`config.mk`:
```
export PLATFORM = sky130hd
export DESIGN_NAME = fetch_stage
export DESIGN_NICKNAME = d
export VERILOG_FILES = /design/src/rtl/core_pkg.sv /design/src/rtl/if_id_reg.sv /design/src/rtl/fetch_stage.sv
export SDC_FILE = /design/constraint.sdc
export NUM_CORES = 1
export LEC_CHECK = 0
export BUFFER_PORTS_ARGS = -buffer_cell sky130_fd_sc_hd__buf_2
export CAP_MARGIN = 15
export CORE_ASPECT_RATIO = 1.75
export CORE_UTILIZATION = 52
export DETAILED_ROUTE_END_ITERATION = 6
export PLACE_DENSITY_LB_ADDON = 0.1
export SETUP_SLACK_MARGIN = 0.15
export SYNTH_ARGS = -nofsm -noshare
export SYNTH_HDL_FRONTEND = slang
export SYNTH_SLANG_ARGS = --single-unit
```
`constraint.sdc`:
```
create_clock -name clk -period 2.8 [get_ports clk]
set_input_delay 0.28 -clock clk [delete_from_list [all_inputs] [get_ports clk]]
set_output_delay 0.28 -clock clk [all_outputs]
set_load 0.05 [all_outputs]
```
`src/rtl/core_pkg.sv`:
```
// Shared core definitions: datapath width, bubble instruction, reset PC and fetch FSM states.
package core_pkg;

    localparam int unsigned XLEN      = 32;
    localparam logic [31:0] NOP_INSTR = 32'h0000_0013;
    localparam logic [31:0] RESET_PC  = 32'h0000_0000;

    typedef enum logic [1:0] {
        FETCH_IDLE,
        FETCH_REQ,
        FETCH_KILL
    } fetch_state_e;

endpackage

```
`src/rtl/if_id_reg.sv`:
```
// IF/ID pipeline register: reset > flush > stall > misalign marker > load > bubble.
// FETCH_ALIGN_CHECK_EN adds the misalign marker input and MisalignD-style output.
module if_id_reg #(
    parameter int unsigned XLEN      = core_pkg::XLEN,
    parameter logic [31:0] NOP_INSTR = core_pkg::NOP_INSTR
) (
    input  logic            clk,
    input  logic            rst,
    input  logic            flush_i,
    input  logic            stall_i,
    input  logic            load_i,
`ifdef FETCH_ALIGN_CHECK_EN
    input  logic            misalign_i,
    output logic            misalign_o,
`endif
    input  logic [31:0]     instr_i,
    input  logic [XLEN-1:0] pc_i,
    input  logic [XLEN-1:0] pcplus4_i,
    output logic [31:0]     instr_o,
    output logic [XLEN-1:0] pc_o,
    output logic [XLEN-1:0] pcplus4_o,
    output logic            valid_o
);
    import core_pkg::*;

    logic [31:0]     instr_q;
    logic [XLEN-1:0] pc_q;
    logic [XLEN-1:0] pcplus4_q;
    logic            valid_q;
`ifdef FETCH_ALIGN_CHECK_EN
    logic            mis_q;
`endif

    always_ff @(posedge clk) begin
        if (rst) begin
            instr_q   <= NOP_INSTR;
            pc_q      <= '0;
            pcplus4_q <= '0;
            valid_q   <= 1'b0;
`ifdef FETCH_ALIGN_CHECK_EN
            mis_q     <= 1'b0;
`endif
        end else if (flush_i) begin
            // Flush keeps the PC fields so a later exception sees the last real PC.
            instr_q <= NOP_INSTR;
            valid_q <= 1'b0;
`ifdef FETCH_ALIGN_CHECK_EN
            mis_q   <= 1'b0;
`endif
        end else if (stall_i) begin
            instr_q <= instr_q;
`ifdef FETCH_ALIGN_CHECK_EN
        end else if (misalign_i) begin
            instr_q   <= NOP_INSTR;
            pc_q      <= pc_i;
            pcplus4_q <= pcplus4_i;
            valid_q   <= 1'b1;
            mis_q     <= 1'b1;
`endif
        end else if (load_i) begin
            instr_q   <= instr_i;
            pc_q      <= pc_i;
            pcplus4_q <= pcplus4_i;
            valid_q   <= 1'b1;
`ifdef FETCH_ALIGN_CHECK_EN
            mis_q     <= 1'b0;
`endif
        end else begin
            instr_q <= NOP_INSTR;
            valid_q <= 1'b0;
`ifdef FETCH_ALIGN_CHECK_EN
            mis_q   <= 1'b0;
`endif
        end
    end

    assign instr_o   = instr_q;
    assign pc_o      = pc_q;
    assign pcplus4_o = pcplus4_q;
    assign valid_o   = valid_q;
`ifdef FETCH_ALIGN_CHECK_EN
    assign misalign_o = mis_q;
`endif

endmodule

```
`src/rtl/fetch_stage.sv`:
```
// Instruction fetch: PC, req/ack imem FSM with redirect-kill, feeding the IF/ID register.
// FETCH_ALIGN_CHECK_EN: misaligned redirects park fetch in IDLE and flag MisalignD.
module fetch_stage #(
    parameter int unsigned     XLEN      = core_pkg::XLEN,
    parameter logic [XLEN-1:0] RESET_PC  = core_pkg::RESET_PC,
    parameter logic [31:0]     NOP_INSTR = core_pkg::NOP_INSTR
) (
    input  logic            clk,
    input  logic            rst,
    input  logic            StallF,
    input  logic            StallD,
    input  logic            FlushD,
    input  logic            PCSrcE,
    input  logic [XLEN-1:0] PCTargetE,
    output logic            imem_req,
    output logic [XLEN-1:0] imem_addr,
    input  logic            imem_ack,
    input  logic [31:0]     imem_rdata,
    output logic            FetchWaitF,
`ifdef FETCH_ALIGN_CHECK_EN
    output logic            MisalignD,
`endif
    output logic [31:0]     InstrD,
    output logic [XLEN-1:0] PCD,
    output logic [XLEN-1:0] PCPlus4D,
    output logic            ValidD
);
    import core_pkg::*;

    localparam logic [XLEN-1:0] PC_INC = XLEN'(4);

    fetch_state_e    state_q, state_d;
    logic [XLEN-1:0] pcf_q, pcf_d;
    logic [XLEN-1:0] tgt_q, tgt_d;
    logic [XLEN-1:0] tgt_in;
    logic [XLEN-1:0] load_pc;
    logic            load_en;
    logic            req_q;
    logic            usable;

`ifdef FETCH_ALIGN_CHECK_EN
    logic hold_q, hold_d;
    logic mis_q, mis_d;
    assign tgt_in = PCTargetE;
`else
    logic unused_tgt_lsb;
    assign unused_tgt_lsb = ^PCTargetE[1:0];
    assign tgt_in = {PCTargetE[XLEN-1:2], 2'b00};
`endif

    assign usable = (state_q == FETCH_REQ) && imem_ack;

    always_comb begin
        state_d = state_q;
        pcf_d   = pcf_q;
        tgt_d   = tgt_q;
        load_en = 1'b0;
        load_pc = tgt_q;
        unique case (state_q)
            FETCH_IDLE: begin
`ifdef FETCH_ALIGN_CHECK_EN
                if (!hold_q) begin
                    state_d = FETCH_REQ;
                end else if (PCSrcE) begin
                    load_en = 1'b1;
                    load_pc = tgt_in;
                end
`else
                state_d = FETCH_REQ;
`endif
            end
            FETCH_REQ: begin
                if (imem_ack) begin
                    if (PCSrcE) begin
                        load_en = 1'b1;
                        load_pc = tgt_in;
                    end else if (!StallF) begin
                        pcf_d = pcf_q + PC_INC;
                    end
                end else if (PCSrcE) begin
                    // Address must stay put until the in-flight response returns.
                    tgt_d   = tgt_in;
                    state_d = FETCH_KILL;
                end
            end
            FETCH_KILL: begin
                if (PCSrcE) tgt_d = tgt_in;
                if (imem_ack) begin
                    load_en = 1'b1;
                    load_pc = PCSrcE ? tgt_in : tgt_q;
                end
            end
            default: state_d = FETCH_IDLE;
        endcase
        if (load_en) begin
            pcf_d   = load_pc;
            state_d = FETCH_REQ;
        end
`ifdef FETCH_ALIGN_CHECK_EN
        hold_d = hold_q;
        mis_d  = mis_q && (FlushD || StallD);
        if (load_en) begin
            hold_d = |load_pc[1:0];
            mis_d  = |load_pc[1:0];
            if (|load_pc[1:0]) state_d = FETCH_IDLE;
        end
`endif
    end

    always_ff @(posedge clk) begin
        if (rst) begin
            state_q <= FETCH_IDLE;
            pcf_q   <= RESET_PC;
            tgt_q   <= '0;
            req_q   <= 1'b0;
`ifdef FETCH_ALIGN_CHECK_EN
            hold_q  <= 1'b0;
            mis_q   <= 1'b0;
`endif
        end else begin
            state_q <= state_d;
            pcf_q   <= pcf_d;
            tgt_q   <= tgt_d;
            req_q   <= (state_d != FETCH_IDLE);
`ifdef FETCH_ALIGN_CHECK_EN
            hold_q  <= hold_d;
            mis_q   <= mis_d;
`endif
        end
    end

    assign imem_req   = req_q;
    assign imem_addr  = pcf_q;
    assign FetchWaitF = req_q && !usable;

    if_id_reg #(
        .XLEN      (XLEN),
        .NOP_INSTR (NOP_INSTR)
    ) u_if_id (
        .clk        (clk),
        .rst        (rst),
        .flush_i    (FlushD),
        .stall_i    (StallD),
        .load_i     (usable),
`ifdef FETCH_ALIGN_CHECK_EN
        .misalign_i (mis_q),
        .misalign_o (MisalignD),
`endif
        .instr_i    (imem_rdata),
        .pc_i       (pcf_q),
        .pcplus4_i  (pcf_q + PC_INC),
        .instr_o    (InstrD),
        .pc_o       (PCD),
        .pcplus4_o  (PCPlus4D),
        .valid_o    (ValidD)
    );

endmodule

```
==> results.txt <==
The count of fill cells added during filler insertion came out at 1248. In the routed design, unresolved DRC markers number 0. Of the available clock period, the critical path in the final layout requires 0.8749. The routing layer with the top usage in global route is met2. Once detail routing completed, the nets flagged for antenna violations numbered 0. Wires add up to 19910 um. The class of the worst hold path is input pin to register. STA classifies the critical path endpoint as a register. Setup repair after global routing left no endpoint under its margin. The maximum buffer depth of the clock tree came out at 2. The detailed-route via count came out at 6693.

After clock tree synthesis, the repair step resized 0 gates. The simple logic cell fraction of the synthesized area came out at 0.2238. The floorplan step set the die width to 90.41 um. The cell area that synthesis handed to floorplanning was 0.007112 sq mm. The met3 track demand over resource came out at 0.05199.

The most used flip-flop cell after synthesis is sky130_fd_sc_hd__dfxtp_1. The worst hold path cell count is 3. The first-pass iteration count of the detailed router is 5. The maximum net fanout on the critical path came out at 14.

The clock period minus final worst setup slack came out at 2.450 ns. The H-tree was split into 4 levels. The required time at the worst-slack endpoint came out at 3.15 ns.

The fraction of synthesized cell area in xor and xnor cells is 0.03448. The region available for standard cell placement spans 0.01338 sq mm. The arithmetic-cell share of the synthesized area counting full adders, half adders and majority gates is 0.01056. The clock skew after layout is 0.009640 ns.

The tree is rooted in a sky130_fd_sc_hd__clkbuf_16. Across the VDD grid, the largest voltage drop is 0.3991 mV. The mean post-synth cell area is 8.222 sq um. The estimated wirelength of the detail-placed design is 14050 um. The critical path in this run is classified as register to register. Derived from the worst setup path, the maximum achievable clock frequency is 408.2 MHz. The total congestion overflow after global routing is 0. The total number of clock tree sinks came out at 162. The multiplexer fraction of the synthesized cell area came out at 0.04715. The post-synthesis sequential element count is 162.

The library cells used most frequently in the layout, excluding fill and tap cells, are sky130_fd_sc_hd__buf_2 (199), sky130_fd_sc_hd__dfxtp_1 (162), sky130_fd_sc_hd__nand2_1 (155). The count of final hold-check violations is 0. The die is 156.7 um tall. The reported max-cap violation count came out at 0. Synthesis produced a netlist whose cell count is 865. TritonCTS built the clock tree. The final layout contains 1111 nets.

The area used by multi-input combinational logic is 0.003528 sq mm. The fraction of met1 tracks used by global routing came out at 0.2905. The reg2reg setup slack is 0.35 ns. The endpoint arrival time on the critical path came out at 2.80 ns. The post-CTS clock slew at the launch and capture registers of the worst setup and hold paths is 0.07 ns.

For this design the ratio of total power to cell area is 588.1 mW/mm^2. At the pin with the least slew margin, the transition time is 1.074 ns. The number of global-route vias before repair is 6324. The die covers 0.01417 sq mm. For met2 alone, demand over resource in global routing was 0.5413. Summed over all instances, the cell type with the most area after synthesis is sky130_fd_sc_hd__dfxtp_1. The number of clock buffers inserted by TritonCTS is 17. The maximum number of pins on one net before global-route repair came out at 90.

The number of port buffers is 199. The leakage component of the power came out at 3.743 nW. The run finished with clean final reports. After the flow finishes, the layout carries non-filler instances totaling 1221. In this run the count of I/O pins placed on the die edge is 202.

The standard cell area after detailed placement came out at 0.008212 sq mm. The effective utilization at floorplan is 0.5314. The number of endpoints failing setup at the final stage came out at 0. The count of antenna diodes in the layout came out at 0. The number of flops mapped to enable cells by yosys is 0.

The final RePlAce weighted congestion is 0.8744. After synthesis, the largest family of logic cells by area is simple AND/OR/NAND/NOR gates. Clock latency on the worst-skew pair, taken at its later pin, is 0.43 ns. Sorting the synthesized cells by area gives the leading types as sky130_fd_sc_hd__dfxtp_1 (46%), sky130_fd_sc_hd__a21oi_1 (9.6%), sky130_fd_sc_hd__nand2_1 (8.2%). The worst setup path is launched from a register. Summing all flip-flop and latch instances after layout gives 0.003243 sq mm. The area added between synthesis and finish came out at 23.24%. The number of cell instances on the worst register-to-register path came out at 6. The setup fix buffers added after clock tree synthesis is 0. After routing, the total negative slack on setup checks comes to 0 ns. Across every metal layer, demand over resource in global routing totals 0.2861. The cell area after layout came out at 0.008765 sq mm. Hold repair after CTS inserted 0 buffers. The first-pass GRT wire length came out at 31550 um.

The portion of the post-synthesis area used by sequential elements came out at 0.4560. After detailed routing, the average wire length per cell comes to 16.31 um. When the netlist entered floorplanning its net count stood at 942. The share of flip-flops with an asynchronous set or reset after synthesis came out at 0.

Leaving out fill and tap cells, the most frequent cell in the layout is sky130_fd_sc_hd__buf_2. The post-synthesis compound-gate area fraction is 0.1793. Yosys printed 0 warnings. The count of different cell masters after synthesis came out at 56. Using the TritonRoute via totals, the vias-per-cell ratio works out to 5.482. The worst slew margin relative to its limit came out at 0.2815. The share of post-route cells with drive strength above 1 came out at 0.2693. The placement row count came out at 56.

The area fraction of the dominant cell type after synthesis came out at 0.4560. The number of antenna violations at the first check in global routing is 0. The starting DRC count in detailed routing came out at 380. The number of max-slew violations in the final report came to 0. The total instance count after detailed placement came out at 1189.
==> worst max-delay path: stages (launching register included) <==
cell,delay (ns)
sky130_fd_sc_hd__dfxtp_1,0.41
sky130_fd_sc_hd__inv_1,0.10
sky130_fd_sc_hd__ha_1,0.41
sky130_fd_sc_hd__and3_1,0.24
sky130_fd_sc_hd__nor2_1,0.82
sky130_fd_sc_hd__o21ai_0,0.22
sky130_fd_sc_hd__a21oi_1,0.17
==> logic make-up after synthesis <==
family,after synthesis
buffers and inverters,81
AOI/OAI and AO/OA,226
muxes,32
DFF,162
and+or+nand+nor,330
xor gates and xnor gates,28
adders and majority gates,6
==> state kept, by name, summed over array words and instances (netlist names) <==
| signal | cells |
|---|---|
| imem_addr | 32 |
| imem_req | 1 |
| state_q | 2 |
| tgt_q | 32 |
| u_if_id.instr_o | 32 |
| u_if_id.pc_o | 30 |
| u_if_id.pcplus4_o | 32 |
| u_if_id.valid_o | 1 |
==> worst paths after layout <==
kind,from,endpoint
max,state_q[0],imem_addr[4]
max reg2reg,state_q[0],imem_addr[4]
min,PCTargetE[21],tgt_q[21]
min reg2reg,u_if_id.pc_o[11],u_if_id.pc_o[11]
==> through the flow <==
| stage | power (mW) | util | worst slack, ns | hold WS (ns) |
|---|---|---|---|---|
| floorplan | 2.840 | - | 0.5251 | 0.3999 |
| global placement | 3.016 | 0.6136 | 0.4611 | 0.4393 |
| detailed placement | 3.022 | 0.6136 | 0.4254 | 0.4434 |
| CTS | 5.191 | 0.6549 | 0.3939 | 0.08578 |
| global route | 5.329 | 0.6549 | 0.1570 | 0.09229 |
| finish | 5.154 | 0.6549 | 0.3502 | 0.09286 |
==> metal layers <==
layer  up-vias  wire, um
met2       203     10810
li1       3326         -
met5         -         0
met1      3122      7351
met3        42       819
met4         0       928
==> Yosys cell counts, drive strengths merged, types with 4 or more instances <==
library cell  number
xnor2             12
inv                7
a21oi            136
nand4             13
a211oi             7
buf               22
mux2i             20
mux2              12
nor3              10
or3                6
ha                 6
a41oi              5
o21ai             42
and3              12
o311ai             5
nand2            155
and2               5
xor2              16
dfxtp            162
nand3             18
clkbuf            52
nor3b             30
nor2              69
a21o               4
o22ai              6
nor2b              4
==> area by class of cell <==
class / count / share of cell area
tap: 174 / 0.02484
inverter: 7 / 0.002998
sequential: 162 / 0.3700
clock inverter: 14 / 0.01413
timing repair buffer: 224 / 0.1365
multi-input combinational: 622 / 0.4026
clock buffer: 18 / 0.04897
==> power breakdown <==
group | switching [mW] | total (mW) | internal (mW)
Clock | 1.02 | 2.18 | 1.16
Combinational | 0.385 | 0.564 | 0.179
Sequential | 0.0421 | 2.41 | 2.37
Total | 1.45 | 5.15 | 3.71
No activity file was read; power rests on OpenSTA's default activity.
